### src/rtl/decode_queue.sv
// RV32I decoder feeding an in-order decode queue with flush and a saturating illegal counter.
// Define DECODE_QUEUE_MULDIV_EN to decode the M-extension OP encodings.
module decode_queue #(
    parameter int unsigned XLEN  = 32,
    parameter int unsigned DEPTH = 2,
    parameter int unsigned CNT_W = 8
) (
    input  logic             i_clk,
    input  logic             i_rstn,
    input  logic             i_inValid,
    output logic             o_inReady,
    input  logic [31:0]      i_instr,
    input  logic [XLEN-1:0]  i_pc,
    input  logic             i_flush,
    output logic             o_outValid,
    input  logic             i_outReady,
    output logic [14:0]      o_ctrlSigs,
    output logic [XLEN-1:0]  o_pc,
    output logic [4:0]       o_rd,
    output logic [4:0]       o_rs1,
    output logic [4:0]       o_rs2,
    output logic [2:0]       o_funct3,
    input  logic             i_cntClr,
    output logic [CNT_W-1:0] o_illegalCnt
);

    localparam int unsigned AW = $clog2(DEPTH);
    localparam logic [AW:0]      PTR_ONE = {{AW{1'b0}}, 1'b1};
    localparam logic [CNT_W-1:0] CNT_ONE = {{(CNT_W-1){1'b0}}, 1'b1};

    localparam logic [6:0] OPC_LUI    = 7'b0110111;
    localparam logic [6:0] OPC_AUIPC  = 7'b0010111;
    localparam logic [6:0] OPC_JAL    = 7'b1101111;
    localparam logic [6:0] OPC_JALR   = 7'b1100111;
    localparam logic [6:0] OPC_BRANCH = 7'b1100011;
    localparam logic [6:0] OPC_LOAD   = 7'b0000011;
    localparam logic [6:0] OPC_STORE  = 7'b0100011;
    localparam logic [6:0] OPC_OPIMM  = 7'b0010011;
    localparam logic [6:0] OPC_OP     = 7'b0110011;
    localparam logic [6:0] OPC_MISC   = 7'b0001111;
    localparam logic [6:0] OPC_SYSTEM = 7'b1110011;

    typedef enum logic [4:0] {
        ALU_ADD   = 5'd0,
        ALU_SUB   = 5'd1,
        ALU_SLL   = 5'd2,
        ALU_SLT   = 5'd3,
        ALU_SLTU  = 5'd4,
        ALU_XOR   = 5'd5,
        ALU_SRL   = 5'd6,
        ALU_SRA   = 5'd7,
        ALU_OR    = 5'd8,
        ALU_AND   = 5'd9,
        ALU_PASSB = 5'd10,
        ALU_ADD4A = 5'd11,
        ALU_EQ    = 5'd12,
        ALU_NEQ   = 5'd13,
        ALU_SGTE  = 5'd14,
        ALU_SGTEU = 5'd15
    } alu_op_e;

    logic [6:0] opcode;
    logic [2:0] funct3;
    logic [6:0] funct7;
    assign opcode = i_instr[6:0];
    assign funct3 = i_instr[14:12];
    assign funct7 = i_instr[31:25];

    alu_op_e alu_op;
    logic    exec_a, exec_b, mem_w, reg_w, mem2reg, bra, jmp, sys, muldiv, illegal;
    logic [14:0] dec_ctrl;

    always_comb begin
        alu_op  = ALU_ADD;
        exec_a  = 1'b0;
        exec_b  = 1'b0;
        mem_w   = 1'b0;
        reg_w   = 1'b0;
        mem2reg = 1'b0;
        bra     = 1'b0;
        jmp     = 1'b0;
        sys     = 1'b0;
        muldiv  = 1'b0;
        illegal = 1'b0;
        case (opcode)
            OPC_LUI: begin
                alu_op = ALU_PASSB;
                exec_b = 1'b1;
                reg_w  = 1'b1;
            end
            OPC_AUIPC: begin
                exec_a = 1'b1;
                exec_b = 1'b1;
                reg_w  = 1'b1;
            end
            OPC_JAL, OPC_JALR: begin
                alu_op = ALU_ADD4A;
                exec_a = 1'b1;
                reg_w  = 1'b1;
                jmp    = 1'b1;
            end
            OPC_BRANCH: begin
                bra = 1'b1;
                case (funct3)
                    3'b000:  alu_op = ALU_EQ;
                    3'b001:  alu_op = ALU_NEQ;
                    3'b100:  alu_op = ALU_SLT;
                    3'b101:  alu_op = ALU_SGTE;
                    3'b110:  alu_op = ALU_SLTU;
                    3'b111:  alu_op = ALU_SGTEU;
                    default: illegal = 1'b1;
                endcase
            end
            OPC_LOAD: begin
                exec_b  = 1'b1;
                reg_w   = 1'b1;
                mem2reg = 1'b1;
                illegal = (funct3 == 3'b011) || (funct3 == 3'b110) || (funct3 == 3'b111);
            end
            OPC_STORE: begin
                exec_b  = 1'b1;
                mem_w   = 1'b1;
                illegal = (funct3[2] == 1'b1) || (funct3 == 3'b011);
            end
            OPC_OPIMM, OPC_OP: begin
                reg_w  = 1'b1;
                exec_b = (opcode == OPC_OPIMM);
                case (funct3)
                    3'b000:  alu_op = (opcode == OPC_OP && i_instr[30]) ? ALU_SUB : ALU_ADD;
                    3'b001:  alu_op = ALU_SLL;
                    3'b010:  alu_op = ALU_SLT;
                    3'b011:  alu_op = ALU_SLTU;
                    3'b100:  alu_op = ALU_XOR;
                    3'b101:  alu_op = i_instr[30] ? ALU_SRA : ALU_SRL;
                    3'b110:  alu_op = ALU_OR;
                    default: alu_op = ALU_AND;
                endcase
                if (opcode == OPC_OP && funct7 == 7'b0000001) begin
                    alu_op = ALU_ADD;
`ifdef DECODE_QUEUE_MULDIV_EN
                    muldiv = 1'b1;
`else
                    illegal = 1'b1;
`endif
                end
            end
            OPC_MISC: begin
                exec_b  = 1'b1;
                illegal = (funct3 != 3'b000);
            end
            OPC_SYSTEM: begin
                sys     = 1'b1;
                exec_b  = 1'b1;
                illegal = (funct3 != 3'b000);
            end
            default: illegal = 1'b1;
        endcase
    end

    // Any invalid encoding collapses to a bare BRK + ADD word, whatever the partial decode set.
    assign dec_ctrl = illegal ? {2'b01, 1'b0, ALU_ADD, 7'b0}
                              : {muldiv, 1'b0, sys, alu_op, exec_a, exec_b,
                                 mem_w, reg_w, mem2reg, bra, jmp};

    logic [AW:0] wr_ptr, rd_ptr;
    logic        full, empty, accept, pop;

    logic [14:0]     ctrl_mem   [DEPTH];
    logic [XLEN-1:0] pc_mem     [DEPTH];
    logic [4:0]      rd_mem     [DEPTH];
    logic [4:0]      rs1_mem    [DEPTH];
    logic [4:0]      rs2_mem    [DEPTH];
    logic [2:0]      funct3_mem [DEPTH];

    assign empty = (wr_ptr == rd_ptr);
    assign full  = (wr_ptr[AW] != rd_ptr[AW]) && (wr_ptr[AW-1:0] == rd_ptr[AW-1:0]);

    assign o_inReady  = ~full | i_outReady;
    assign o_outValid = ~empty;
    assign accept     = i_inValid & o_inReady & ~i_flush;
    assign pop        = o_outValid & i_outReady;

    always_ff @(posedge i_clk or negedge i_rstn) begin
        if (!i_rstn) begin
            wr_ptr <= '0;
            rd_ptr <= '0;
        end else if (i_flush) begin
            wr_ptr <= '0;
            rd_ptr <= '0;
        end else begin
            if (accept) wr_ptr <= wr_ptr + PTR_ONE;
            if (pop)    rd_ptr <= rd_ptr + PTR_ONE;
        end
    end

    always_ff @(posedge i_clk) begin
        if (accept) begin
            ctrl_mem[wr_ptr[AW-1:0]]   <= dec_ctrl;
            pc_mem[wr_ptr[AW-1:0]]     <= i_pc;
            rd_mem[wr_ptr[AW-1:0]]     <= i_instr[11:7];
            rs1_mem[wr_ptr[AW-1:0]]    <= i_instr[19:15];
            rs2_mem[wr_ptr[AW-1:0]]    <= i_instr[24:20];
            funct3_mem[wr_ptr[AW-1:0]] <= funct3;
        end
    end

    assign o_ctrlSigs = ctrl_mem[rd_ptr[AW-1:0]];
    assign o_pc       = pc_mem[rd_ptr[AW-1:0]];
    assign o_rd       = rd_mem[rd_ptr[AW-1:0]];
    assign o_rs1      = rs1_mem[rd_ptr[AW-1:0]];
    assign o_rs2      = rs2_mem[rd_ptr[AW-1:0]];
    assign o_funct3   = funct3_mem[rd_ptr[AW-1:0]];

    always_ff @(posedge i_clk or negedge i_rstn) begin
        if (!i_rstn) begin
            o_illegalCnt <= '0;
        end else if (i_cntClr) begin
            o_illegalCnt <= '0;
        end else if (accept && illegal && o_illegalCnt != '1) begin
            o_illegalCnt <= o_illegalCnt + CNT_ONE;
        end
    end

endmodule

### config.mk
export PLATFORM = sky130hd
export DESIGN_NAME = decode_queue
export DESIGN_NICKNAME = d
export VERILOG_FILES = /design/src/rtl/decode_queue.sv
export SDC_FILE = /design/constraint.sdc
export NUM_CORES = 1
export LEC_CHECK = 0
export ABC_AREA = 1
export CORE_UTILIZATION = 40
export DETAILED_ROUTE_END_ITERATION = 7
export PLACE_DENSITY = 0.7
export SLEW_MARGIN = 30
export SYNTH_ARGS = -nofsm -noshare
export SYNTH_HDL_FRONTEND = slang
export SYNTH_SLANG_ARGS = --single-unit
### constraint.sdc
create_clock -name i_clk -period 4.3 [get_ports i_clk]
set_input_delay 0.86 -clock i_clk [delete_from_list [all_inputs] [get_ports i_clk]]
set_output_delay 0.86 -clock i_clk [all_outputs]
set_load 0.005 [all_outputs]
# After elaboration in Yosys (flattened, before gate mapping)
# Memory sizes are Yosys's and may differ from the RTL's.
# Cells that the tools add are included.
dict set report op_classes {
  magnitude_cmp 0
  addsub 3
  div 0
  mux 26
  bitwise 7
  n_shift 0
  n_mul 0
  eq_ne 23
  reduce_logical 21
}
# cell n
set ops {}
lappend ops {{$eq A7 B7 Y1 const B} 4}
lappend ops {{$pmux W4 S7} 1}
lappend ops {{$pmux W4 S6} 1}
lappend ops {{$eq A7 B6 Y1 const B} 3}
lappend ops {{$pmux W5 S4} 1}
lappend ops {{$mux W8} 2}
lappend ops {{$eq A7 B5 Y1 const B} 2}
lappend ops {{$mux W14} 1}
lappend ops {{$mux W1} 13}
lappend ops {{$eq A3 B3 Y1 const B} 4}
lappend ops {{$reduce_or A6 Y1} 2}
lappend ops {{$add A8 B1 Y8 const B} 1}
lappend ops {{$mux W2} 4}
lappend ops {{$ne A8 B8 Y1 const B} 1}
lappend ops {{$eq A7 B1 Y1 const B} 1}
lappend ops {{$eq A7 B2 Y1 const B} 1}
lappend ops {{$eq A7 B4 Y1 const B} 1}
lappend ops {{$reduce_or A7 Y1} 1}
lappend ops {{$eq A3 B2 Y1 const B} 2}
lappend ops {{$pmux W1 S6} 1}
lappend ops {{$reduce_bool A2 Y1} 3}
lappend ops {{$reduce_or A2 Y1} 3}
lappend ops {{$logic_and A1 B1 Y1} 5}
lappend ops {{$mux W5} 1}
lappend ops {{14 further kinds} 21}
dict set report word_totals {
  out_inout_bits 75
  ff_bits 12
  in_bits 70
  mem_count 6
  mem_bits_ro 0
  latch_bits 0
  mem_bits_rw 128
}
# name words width rd rd_ports_with_merged_regs wr line_no
set mem_list {}
lappend mem_list {pc_mem 2 32 1 0 1 169} ;# logic [XLEN-1:0] pc_mem [DEPTH];
lappend mem_list {ctrl_mem 2 14 1 0 1 168} ;# logic [14:0] ctrl_mem [DEPTH];
lappend mem_list {rd_mem 2 5 1 0 1 170} ;# logic [4:0] rd_mem [DEPTH];
lappend mem_list {rs1_mem 2 5 1 0 1 171} ;# logic [4:0] rs1_mem [DEPTH];
lappend mem_list {rs2_mem 2 5 1 0 1 172} ;# logic [4:0] rs2_mem [DEPTH];
lappend mem_list {funct3_mem 2 3 1 0 1 173} ;# logic [2:0] funct3_mem [DEPTH];

# Logic depth before layout (Yosys ltp)
# Gate-level depths: netlist of run 1.
dict set report depth {
  depth_word 10
  ltp_mapped 12
  depth_no_buf 12
}

# Worst setup path after synthesis of run 1
# OpenSTA, ideal clock, no wires.
dict set report synth_path {
  path_kind {input -> register}
  start {in i_outReady}
  end {mem ctrl_mem[0][0] (netlist bit), enable pin}
  path_stages 4
  arrival_time_ns 3.828
  required_time_ns 3.813
  path_slack_ns -0.015
  setup_ns 0.487
  cell_sequence {nor2_1 nand2_1 nand3_2 nor2_1}
}
dict set report synth_via {
  elab_chain_len 5
}
# element line_no
set synth_lines {}
lappend synth_lines {{start, declared} 16} ;# input logic i_outReady,
lappend synth_lines {{$or A1 B1 Y1} 178} ;# assign o_inReady = ~full | i_outReady;
lappend synth_lines {{via o_inReady} 11} ;# output logic o_inReady,
lappend synth_lines {{$and A1 B1 Y1 (2 in a row)} 180} ;# assign accept = i_inValid & o_inReady & ~i_flush;
lappend synth_lines {{$mux W1} 197} ;# if (accept) begin
lappend synth_lines {{$mux W1 (not written as such)} 198} ;# ctrl_mem[wr_ptr[AW-1:0]] <= dec_ctrl;
lappend synth_lines {{end, declared} 168}
# The timed path passes the listed nets, and every way through them passes these cells.

# Worst setup path in the final report of run 1
dict set report layout_path {
  start {reg rd_ptr[0]}
  end {out o_inReady}
}
dict set report layout_via {
  elab_chain_len 4
}
# element line_no
set layout_lines {}
lappend layout_lines {{start, declared} 165} ;# logic [AW:0] wr_ptr, rd_ptr;
lappend layout_lines {{start signal, assigned} 192} ;# if (pop) rd_ptr <= rd_ptr + PTR_ONE;
lappend layout_lines {{$eq A1 B1 Y1} 176} ;# assign full = (wr_ptr[AW] != rd_ptr[AW]) && (wr_ptr[AW-1:0] == rd_ptr[AW-1:0]);
lappend layout_lines {{$logic_and A1 B1 Y1} 176}
lappend layout_lines {{$not A1 Y1} 178}
lappend layout_lines {{$or A1 B1 Y1} 178}
lappend layout_lines {{end, declared} 11}
# Every way passes these cells.

==> results of run 1 <==
per-layer routing:
layer	wire, um	share of wire [%]	up-vias	GRT usage [%]
li1	-	-	2072	-
met1	4950	42	1906	18.89
met2	5910	50	140	28.16
met3	639	5.5	21	4.600
met4	223	1.9	0	6.784
met5	0	0	-	0
placed cells by master, fill, tap and decap left out, types with 2 or more instances in the layout:
cell / instances
o21ai_0: 4
nor2_2: 3
clkinv_1: 2
conb_1: 2
inv_6: 3
xor2_1: 3
xnor2_1: 2
clkdlybuf4s50_1: 142
inv_1: 25
clkbuf_16: 17
nor2_4: 4
o211ai_1: 2
dfrtp_1: 11
nand2_2: 6
a21oi_1: 3
clkbuf_1: 2
nand3_1: 23
nand3_2: 2
inv_2: 4
bufinv_16: 4
nor2_1: 38
nand2_1: 242
clkinv_2: 2
nand2_4: 2
edfxtp_1: 126
nor3_1: 3
nand4_1: 7
buf_4: 4
worst max-delay path, delay by kind of cell (launching register included):
family / cells / cell delay, ns
buffers and inverters: 2 / 1.09
DFF: 1 / 0.38
xor gates and xnor gates: 1 / 0.22
and+or+nand+nor: 1 / 0.19
registers in the layout (all words and copies together), names as in the netlist:
register / cells
pc_mem: 64
ctrl_mem: 26
rd_mem: 10
rs1_mem: 10
rs2_mem: 10
o_illegalCnt: 8
funct3_mem: 6
rd_ptr: 2
wr_ptr: 2
worst paths after layout:
path | startpoint | end | slack, ns | cells after the start
worst max register to register | rd_ptr[0] | ctrl_mem[0][13] | 1.55 | 6
worst min-delay path | o_illegalCnt[3] | o_illegalCnt[3] | 0.56 | 2
max in group asynchronous | i_rstn | rd_ptr[0] | 3.04 | 1
min in group asynchronous | i_rstn | o_illegalCnt[4] | 0.82 | 1
worst max-delay path | rd_ptr[0] | o_inReady | 1.16 | 4
worst min register to register | o_illegalCnt[3] | o_illegalCnt[3] | 0.56 | 2
power by group through the flow:
| stage | logic (W) | registers (W) | clock network, W |
|---|---|---|---|
| after floorplan | 0.000397 | 0.00163 | 0 |
| after CTS | 0.000972 | 0.00160 | 0.00151 |
| final | 0.000949 | 0.00160 | 0.00148 |
| after detailed placement | 0.000965 | 0.00163 | 0 |
| after global placement | 0.000958 | 0.00163 | 0 |
| after global routing | 0.00106 | 0.00161 | 0.00156 |
stage by stage:
step / util (%) / hold slack, ns / instances / instance area, um^2 / worst slack (ns)
2_1_floorplan: - / 0.5243 / 537 / 5794 / -0.004989
3_3_place_gp: 52.87 / 0.5393 / 846 / 7396 / 1.434
3_5_place_dp: 52.89 / 0.5432 / 846 / 7398 / 1.360
4_1_cts: 57.21 / 0.5606 / 877 / 8003 / 1.111
5_1_grt: 57.21 / 0.6015 / 877 / 8003 / 1.007
6_report: 57.21 / 0.5562 / 877 / 8003 / 1.158
kinds of logic after synthesis:
family / synth area share, %
buf+inv: 3.480
fa+ha+maj: 0.2161
xor+xnor: 0.7567
simple gates: 23.52
compound gates: 1.405
flops: 70.56
other cells: 0.06479
layout make-up:
cell class                 count  area, um^2  area share, %
clock buffer                  19       432.9          5.410
sequential                   138        4085          51.05
timing repair buffer         146        1451          18.14
tap                          180       225.2          2.814
clock inverter                12       171.4          2.142
inverter                      30       115.1          1.438
multi-input combinational    352        1521          19.01
==> results by group, run 1 <==
Power and ir drop
  • Logic gate share of total power: 23.5%
  • Sequential power share: 39.8%
  • Power Density: 504.2 nW/um^2
  • P_leak: about 3.2 nW
  • Int Power: 0.003030 W
  • Power Total: 0.004035 W
  • Sw frac: 24.89%
  • Worst vdd ir: 0.0002979 V
  • Clock power share: 36.7%
  • P_sw: 0.001004 W

Global routing
  • Vias in the first global route: slightly below 4000
  • First-pass GRT wire length: around 18000 um
  • Global route overflow: 0
  • All-layer global routing usage: 16.27%
  • Antenna violations before repair: 0
  • Largest net degree at the start of global routing: 67

Synthesis
  • Register area share after synthesis: 70.56%
  • Ranking of synthesized cells by area: edfxtp_1, nand2_1, dfrtp_1
  • Main flop type after synthesis: edfxtp_1
  • Dominant cell type by area after synthesis: edfxtp_1
  • Post-Syn Area per Cell: 10.80 um^2
  • FFs w/ async S/R, synth: 8.696%
  • Post-synth EDFFs: approximately 130
  • Cells after synthesis: 536
  • Most common cell in the netlist: nand2_1
  • Synth warn: 0
  • Post-synthesis sequential element count: between 100 and 150
  • Count of different cell masters after synthesis: 30
  • Share of the synthesized area in the top cell type: around 65%
  • Post-Syn Area: roughly 5800 um^2
  • Top cells by count, synth: nand2_1, edfxtp_1, nor2_1

Floorplan
  • Area of the core: between 10000 and 15000 um^2
  • Die width: ~120 um
  • Die outline area: 14950 um^2
  • Die H: 122.3 um
  • Top-Level Pins: around 150
  • Initial Util: 41.38%
  • Row cnt: 43

Setup path
  • Crit-path slowest cell: buf_4
  • Worst Path Required: 3.44 ns
  • Cell chain of the critical path: buf_4, xnor2_1, nand2_1, clkdlybuf4s50_1
  • Critical path capture point type: output port
  • Critical path arrival: 2.28 ns
  • Crit path kind: reg2out
  • Critical path peak fanout: 66
  • Worst path max stage delay: 0.57 ns
  • Worst setup SP type: register

STA
  • Max-slew violations: 0
  • Actual slew at the worst max-slew pin: roughly 0.87 ns
  • RSZ-0062 raised after global routing: false
  • Tmin final: 3.142 ns
  • Slew HR: 41.74%
  • Final setup viols: 0
  • FMAX: 0.3182 GHz
  • Final setup TNS: 0 ns
  • Final Hold Fails: 0
  • Worst Skew: 0.007217 ns
  • Final Cycle Share: 73.08%

Route
  • DR iter-0 viols: 274
  • Initial DRT Pass Iterations: 5
  • Via density: 4.719
  • Antenna Nets Post-Route: 0
  • Residual DRC: 0
  • Total wire length: 11720 um
  • Wire per inst: approximately 13 um
  • Via Count: 4139

Layout
  • Fillers: between 1000 and 1500
  • Diode count: 0
  • Final net count: 756
  • Area growth syn-to-layout: 38.26%
  • Share of post-route cells with drive strength above 1: 7.747%

Flow run
  • Max Cap Viol: 0

Status
  • Status: completed

CTS
  • Clock Latency Late Sink: 0.41 ns
  • H-tree Lvls: 4
  • Max Root-Sink Buffers: 2
  • Cts hold-fix bufs: 0
  • Post-CTS Resized: 0
  • CTS Buf Count: 17
  • CTS root buffer: clkbuf_16
  • Reg clk slew, reported paths: 0.06 ns
  • Num Clock Sinks: roughly 140
  • CTS tree: yes
  • Setup repair bufs after CTS: 0

Place
  • Final GP Congestion: 0.8705
  • Port Buffers: 142
  • HPWL after detailed placement: ~7600 um

Min path
  • Path category of the worst min-delay check: reg2reg
No activity file was read; power rests on OpenSTA's default activity.
==> inputs of run 2 (changes only) <==
PLACE_DENSITY = 0.67   (was 0.7)
clock period = 3.1 ns   (was 4.3 ns; I/O delays follow)
==> run 2 against run 1 <==
Wire length grew 2.7%. Design area grew 0.92%. Clock skew shrank 0.0024 ns. Sequential share of layout area shrank 0.47 points. Cell count grew 0.11%. Non-clock buffer count is the same. Sequential cell count is the same. Critical path type unchanged. Critical endpoint is now o_ctrlSigs[5]. Highest routed layer unchanged.
==> results by group, run 2 (same netlist as run 1, synthesis figures left out) <==
Floorplan
  • Row cnt: 43
  • Initial Util: 41.38%
  • Area of the core: between 10000 and 15000 um^2
  • Die outline area: 14950 um^2
  • Top-Level Pins: ~150
  • Die H: around 120 um
  • Die width: between 100 and 150 um

Layout
  • Post-route cell area: 8077 um^2
  • Commonest non-fill, non-tap cell in the layout: nand2_1
  • Commonest non-fill, non-tap cells in the layout: nand2_1, clkdlybuf4s50_1, edfxtp_1
  • Diode count: 0
  • Area growth syn-to-layout: 39.54%
  • Share of post-route cells with drive strength above 1: 8.166%
  • Final net count: around 760
  • Max FFs per register: 64
  • Fillers: 1180

Setup path
  • Cell chain of the critical path: inv_2, buf_12, nand2_1, nand2_1, clkdlybuf4s50_1
  • CP dominant cell by count: nand2_1
  • Worst setup SP type: register
  • Crit path kind: reg2out
  • Crit-path slowest cell: clkdlybuf4s50_1
  • Worst Path Required: roughly 2.5 ns
  • CP bufs+invs: 3
  • CP top delay family: buffers and inverters
  • Critical path arrival: approximately 2.1 ns
  • Critical path capture point type: output port
  • Worst path max stage delay: 0.51 ns
  • Critical path peak fanout: 42

CTS
  • Setup repair bufs after CTS: 0
  • Cts hold-fix bufs: 0
  • CTS tree: yes
  • CTS root buffer: clkbuf_16
  • Max Root-Sink Buffers: 2
  • Post-CTS Resized: 0
  • CTS Buf Count: 17
  • Clock Latency Late Sink: 0.41 ns
  • Reg clk slew, reported paths: 0.06 ns
  • Num Clock Sinks: 138
  • H-tree Lvls: 4

Power and ir drop
  • Power Density: 708.6 nW/um^2
  • Power Total: 0.005723 W
  • Worst vdd ir: around 0.00033 V
  • P_leak: roughly 3.3 nW

STA
  • Tmin final: 2.756 ns
  • Final Cycle Share: 88.90%
  • Final setup viols: 0
  • RSZ-0062 raised after global routing: false
  • Actual slew at the worst max-slew pin: about 0.56 ns
  • Max-slew violations: 0
  • FMAX: about 0.36 GHz
  • Slew HR: 62.63%
  • Final setup TNS: 0 ns
  • Worst Skew: 0.004831 ns
  • Final Hold Fails: 0

Place
  • Port Buffers: between 100 and 150
  • Final GP Congestion: 0.8891
  • HPWL after detailed placement: just under 8000 um
  • Post-DP Area: 7446 um^2

Min path
  • Path category of the worst min-delay check: reg2reg

Route
  • Antenna Nets Post-Route: 0
  • Wire per inst: 13.71 um
  • Residual DRC: 0
  • Initial DRT Pass Iterations: 5
  • Via Count: approximately 4200
  • Via density: 4.801
  • Total wire length: 12040 um
  • DR iter-0 viols: 245

Global routing
  • Global route overflow: 0
  • All-layer global routing usage: 16.78%
  • Largest net degree at the start of global routing: 67
  • Vias in the first global route: about 3900
  • First-pass GRT wire length: about 19000 um
  • Antenna violations before repair: 0

Status
  • Status: completed

Flow run
  • Max Cap Viol: 0
==> run 2: cell types whose count changed in the layout (fill, tap and decap cells not counted), sizes merged <==
cell / delta
clkinv: +3
inv: -3
clkbuf: -2
clkinvlp: +2
bufinv: +1
==> run 2: layer usage <==
metal  up-vias  wire [um]  GRT usage [%]
li1       2069          -              -
met1      1992       5126          20.59
met2       140       6007          27.70
met3        14        752          5.019
met4         0        154          6.631
met5         -          0              0
==> run 2: cell type report <==
type | instances | area (um^2) | area share (%)
repair buffers | 146 | 1501 | 18.59
flip-flops and latches | 138 | 4085 | 50.58
well taps | 180 | 225.2 | 2.789
multi-input cells | 352 | 1521 | 18.84
clock buffers | 17 | 425.4 | 5.267
inverters | 30 | 112.6 | 1.394
clock inverters | 15 | 205.2 | 2.541
==> run 2: final timing paths <==
path                                      start         endpoint  slack (ns)  cells past startpoint
min in group asynchronous                i_rstn  o_illegalCnt[6]        0.57                      1
worst max register to register        rd_ptr[0]    pc_mem[0][24]        1.06                      6
max in group asynchronous                i_rstn        rd_ptr[0]        2.13                      1
worst min-delay path            o_illegalCnt[4]  o_illegalCnt[4]        0.56                      2
worst min register to register  o_illegalCnt[4]  o_illegalCnt[4]        0.56                      2
worst max-delay path                  rd_ptr[0]    o_ctrlSigs[5]        0.34                      5
==> run 2: worst min-delay path, stage by stage (launching register included) <==
cell	delay, ns
dfrtp_1	0.38
nand3_1	0.09
nand2_1	0.06
==> run 2: through the flow <==
| step | hold slack [ns] | utilization, % | cells | worst slack (ns) |
|---|---|---|---|---|
| final | 0.5600 | 57.74 | 878 | 0.3442 |
| after global routing | 0.5857 | 57.74 | 878 | 0.1892 |
| after CTS | 0.5646 | 57.74 | 878 | 0.3050 |
| after detailed placement | 0.5499 | 53.23 | 846 | 0.6932 |
| after global placement | 0.5416 | 53.23 | 846 | 0.7147 |
| after floorplan | 0.3244 | - | 537 | 0.09048 |
==> run 2: where the power goes <==
part	switching (W)	total, W	internal (W)	leakage, nW
combinational	0.000661	0.00137	0.000711	1.65
clock	0.000716	0.00213	0.00141	0.303
sequential	0.0000425	0.00222	0.00218	1.32
total	0.00142	0.00572	0.00430	3.27
==> inputs of run 3 (changes only) <==
DONT_BUFFER_PORTS = 1   (was not set)
PLACE_DENSITY = not set   (was 0.67)
SETUP_SLACK_MARGIN = 0.5   (was not set)
clock period = 3.5 ns   (was 3.1 ns; I/O delays follow)
==> run 3 against run 2 <==
Register-to-register slack improved by 0.12 ns. Wire length decreased by 4.9%. Non-clock buffer count decreased by 138. First-iteration DRC count decreased by 18%. Sequential power decreased by 10%. Critical endpoint is now o_funct3[2]. Largest cell class unchanged. Highest routed layer unchanged.
==> results by group, run 3 (same netlist as run 1, synthesis figures left out) <==
Status
  • Status: completed

STA
  • WHS: around 0.35 ns
  • Final setup TNS: 0 ns
  • Final WS setup: 0.8662 ns
  • RSZ-0062 raised after global routing: false
  • Actual slew at the worst max-slew pin: 0.7754 ns
  • Worst Skew: 0.005969 ns
  • Final setup viols: 0
  • Tmin final: 2.634 ns
  • Final Cycle Share: approximately three quarters
  • Max-slew violations: 0
  • FMAX: 0.3797 GHz
  • Slew HR: 48.18%
  • Final Hold Fails: 0

CTS
  • CTS Buf Count: 17
  • Setup repair bufs after CTS: 0
  • Post-CTS Resized: 0
  • Clock Latency Late Sink: 0.41 ns
  • Num Clock Sinks: 138
  • CTS tree: yes
  • Max Root-Sink Buffers: 2
  • CTS root buffer: clkbuf_16
  • Reg clk slew, reported paths: 0.06 ns
  • H-tree Lvls: 4

Layout
  • Final net count: between 600 and 700
  • Area of the multi-input gates: 1521 um^2
  • Share of post-route cells with drive strength above 1: 10.54%
  • Commonest non-fill, non-tap cells in the layout: nand2_1, edfxtp_1, nor2_1
  • Area growth syn-to-layout: 15.56%
  • Diode count: 0
  • Fillers: around 1300
  • Commonest non-fill, non-tap cell in the layout: nand2_1
  • Max FFs per register: 64
  • Storage cell area: 4085 um^2

Floorplan
  • Die width: 122.3 um
  • Row cnt: 43
  • Die outline area: 14950 um^2
  • Top-Level Pins: 145
  • Die H: 122.3 um
  • Initial Util: between 40% and 50%
  • Area of the core: 13990 um^2

Setup path
  • Critical path arrival: roughly 1.9 ns
  • Cell chain of the critical path: inv_2, buf_4, nand2_1, nand2_1
  • CP top delay family: buffers and inverters
  • Critical path capture point type: output port
  • Critical path peak fanout: 29
  • Worst setup SP type: register
  • CP dominant cell by count: nand2_1
  • CP bufs+invs: 2
  • Crit-path slowest cell: dfrtp_2
  • Crit path kind: reg2out
  • Worst Path Required: 2.80 ns
  • Worst path max stage delay: 0.51 ns

Route
  • Antenna Nets Post-Route: 0
  • Wire per inst: about 15 um
  • Initial DRT Pass Iterations: 6
  • Total wire length: 11450 um
  • Residual DRC: 0
  • Via density: 4.915
  • DR iter-0 viols: 201
  • Via Count: between 3000 and 4000

Global routing
  • First-pass GRT wire length: between 15000 and 20000 um
  • Vias in the first global route: 3566
  • Antenna violations before repair: 0
  • Largest net degree at the start of global routing: between 50 and 60
  • Global route overflow: 0
  • All-layer global routing usage: 15.96%

Place
  • HPWL after detailed placement: 7888 um
  • DP Worst Slack: 1.152 ns
  • Final GP Congestion: 0.8322
  • Port Buffers: 0

Power and ir drop
  • Worst vdd ir: 0.0002752 V
  • P_leak: 2.748 nW
  • Power Density: 685.9 nW/um^2
  • Power Total: roughly 0.0046 W

Flow run
  • Max Cap Viol: 0

Min path
  • Path category of the worst min-delay check: in2reg
run 3: timing repair:
action | 4_1_cts | 5_1_grt
hold buffers | 1 | 0
hold endpoints to repair | 12 | 0
endpoints found under the setup margin | 0 | 0
run 3: power breakdown:
part	switching (W)	leakage (nW)	internal (W)
registers	0.0000522	1.32	0.00193
logic	0.000481	1.11	0.000164
clock network	0.000628	0.318	0.00133
total	0.00116	2.75	0.00343
run 3: metal layers:
metal | up-vias | part of all wire [%] | track usage (%)
met4 | 0 | 1.3 | 6.555
met1 | 1701 | 40 | 17.91
met5 | - | 0 | 0
met2 | 133 | 48 | 25.98
met3 | 12 | 11 | 7.667
li1 | 1791 | - | -
run 3: worst paths after layout:
kind,slack [ns],to,depth (start not counted),from
max,0.87,o_funct3[2],4,rd_ptr[0]
max in group asynchronous,2.36,rd_ptr[0],1,i_rstn
min in group asynchronous,0.73,o_illegalCnt[1],1,i_rstn
min reg2reg,0.59,wr_ptr[1],1,wr_ptr[1]
max reg2reg,1.18,pc_mem[0][8],5,rd_ptr[0]
min,0.35,rd_ptr[1],1,i_flush
run 3: area by class of cell:
type / count / area share (%)
Timing Repair Buffer: 8 / 1.309
Clock buffer: 19 / 6.472
Clock inverter: 13 / 3.348
Sequential cell: 138 / 61.07
Multi-Input combinational cell: 352 / 22.75
Tap cell: 180 / 3.367
Inverter: 30 / 1.684
run 3: stage by stage:
step                      utilization, %  area (um^2)  instances
after CTS                          47.82         6689        740
after global placement             43.05         6022        707
after global routing               47.82         6689        740
final                              47.82         6689        740
after floorplan                        -         5807        537
after detailed placement           43.05         6022        707
run 3: worst register-to-register path: stages (launching register included):
cell	delay [ns]
dfrtp_2	0.51
xnor2_1	0.20
nand2_1	0.17
nand3_2	0.18
nor2_4	0.64
buf_4	0.32
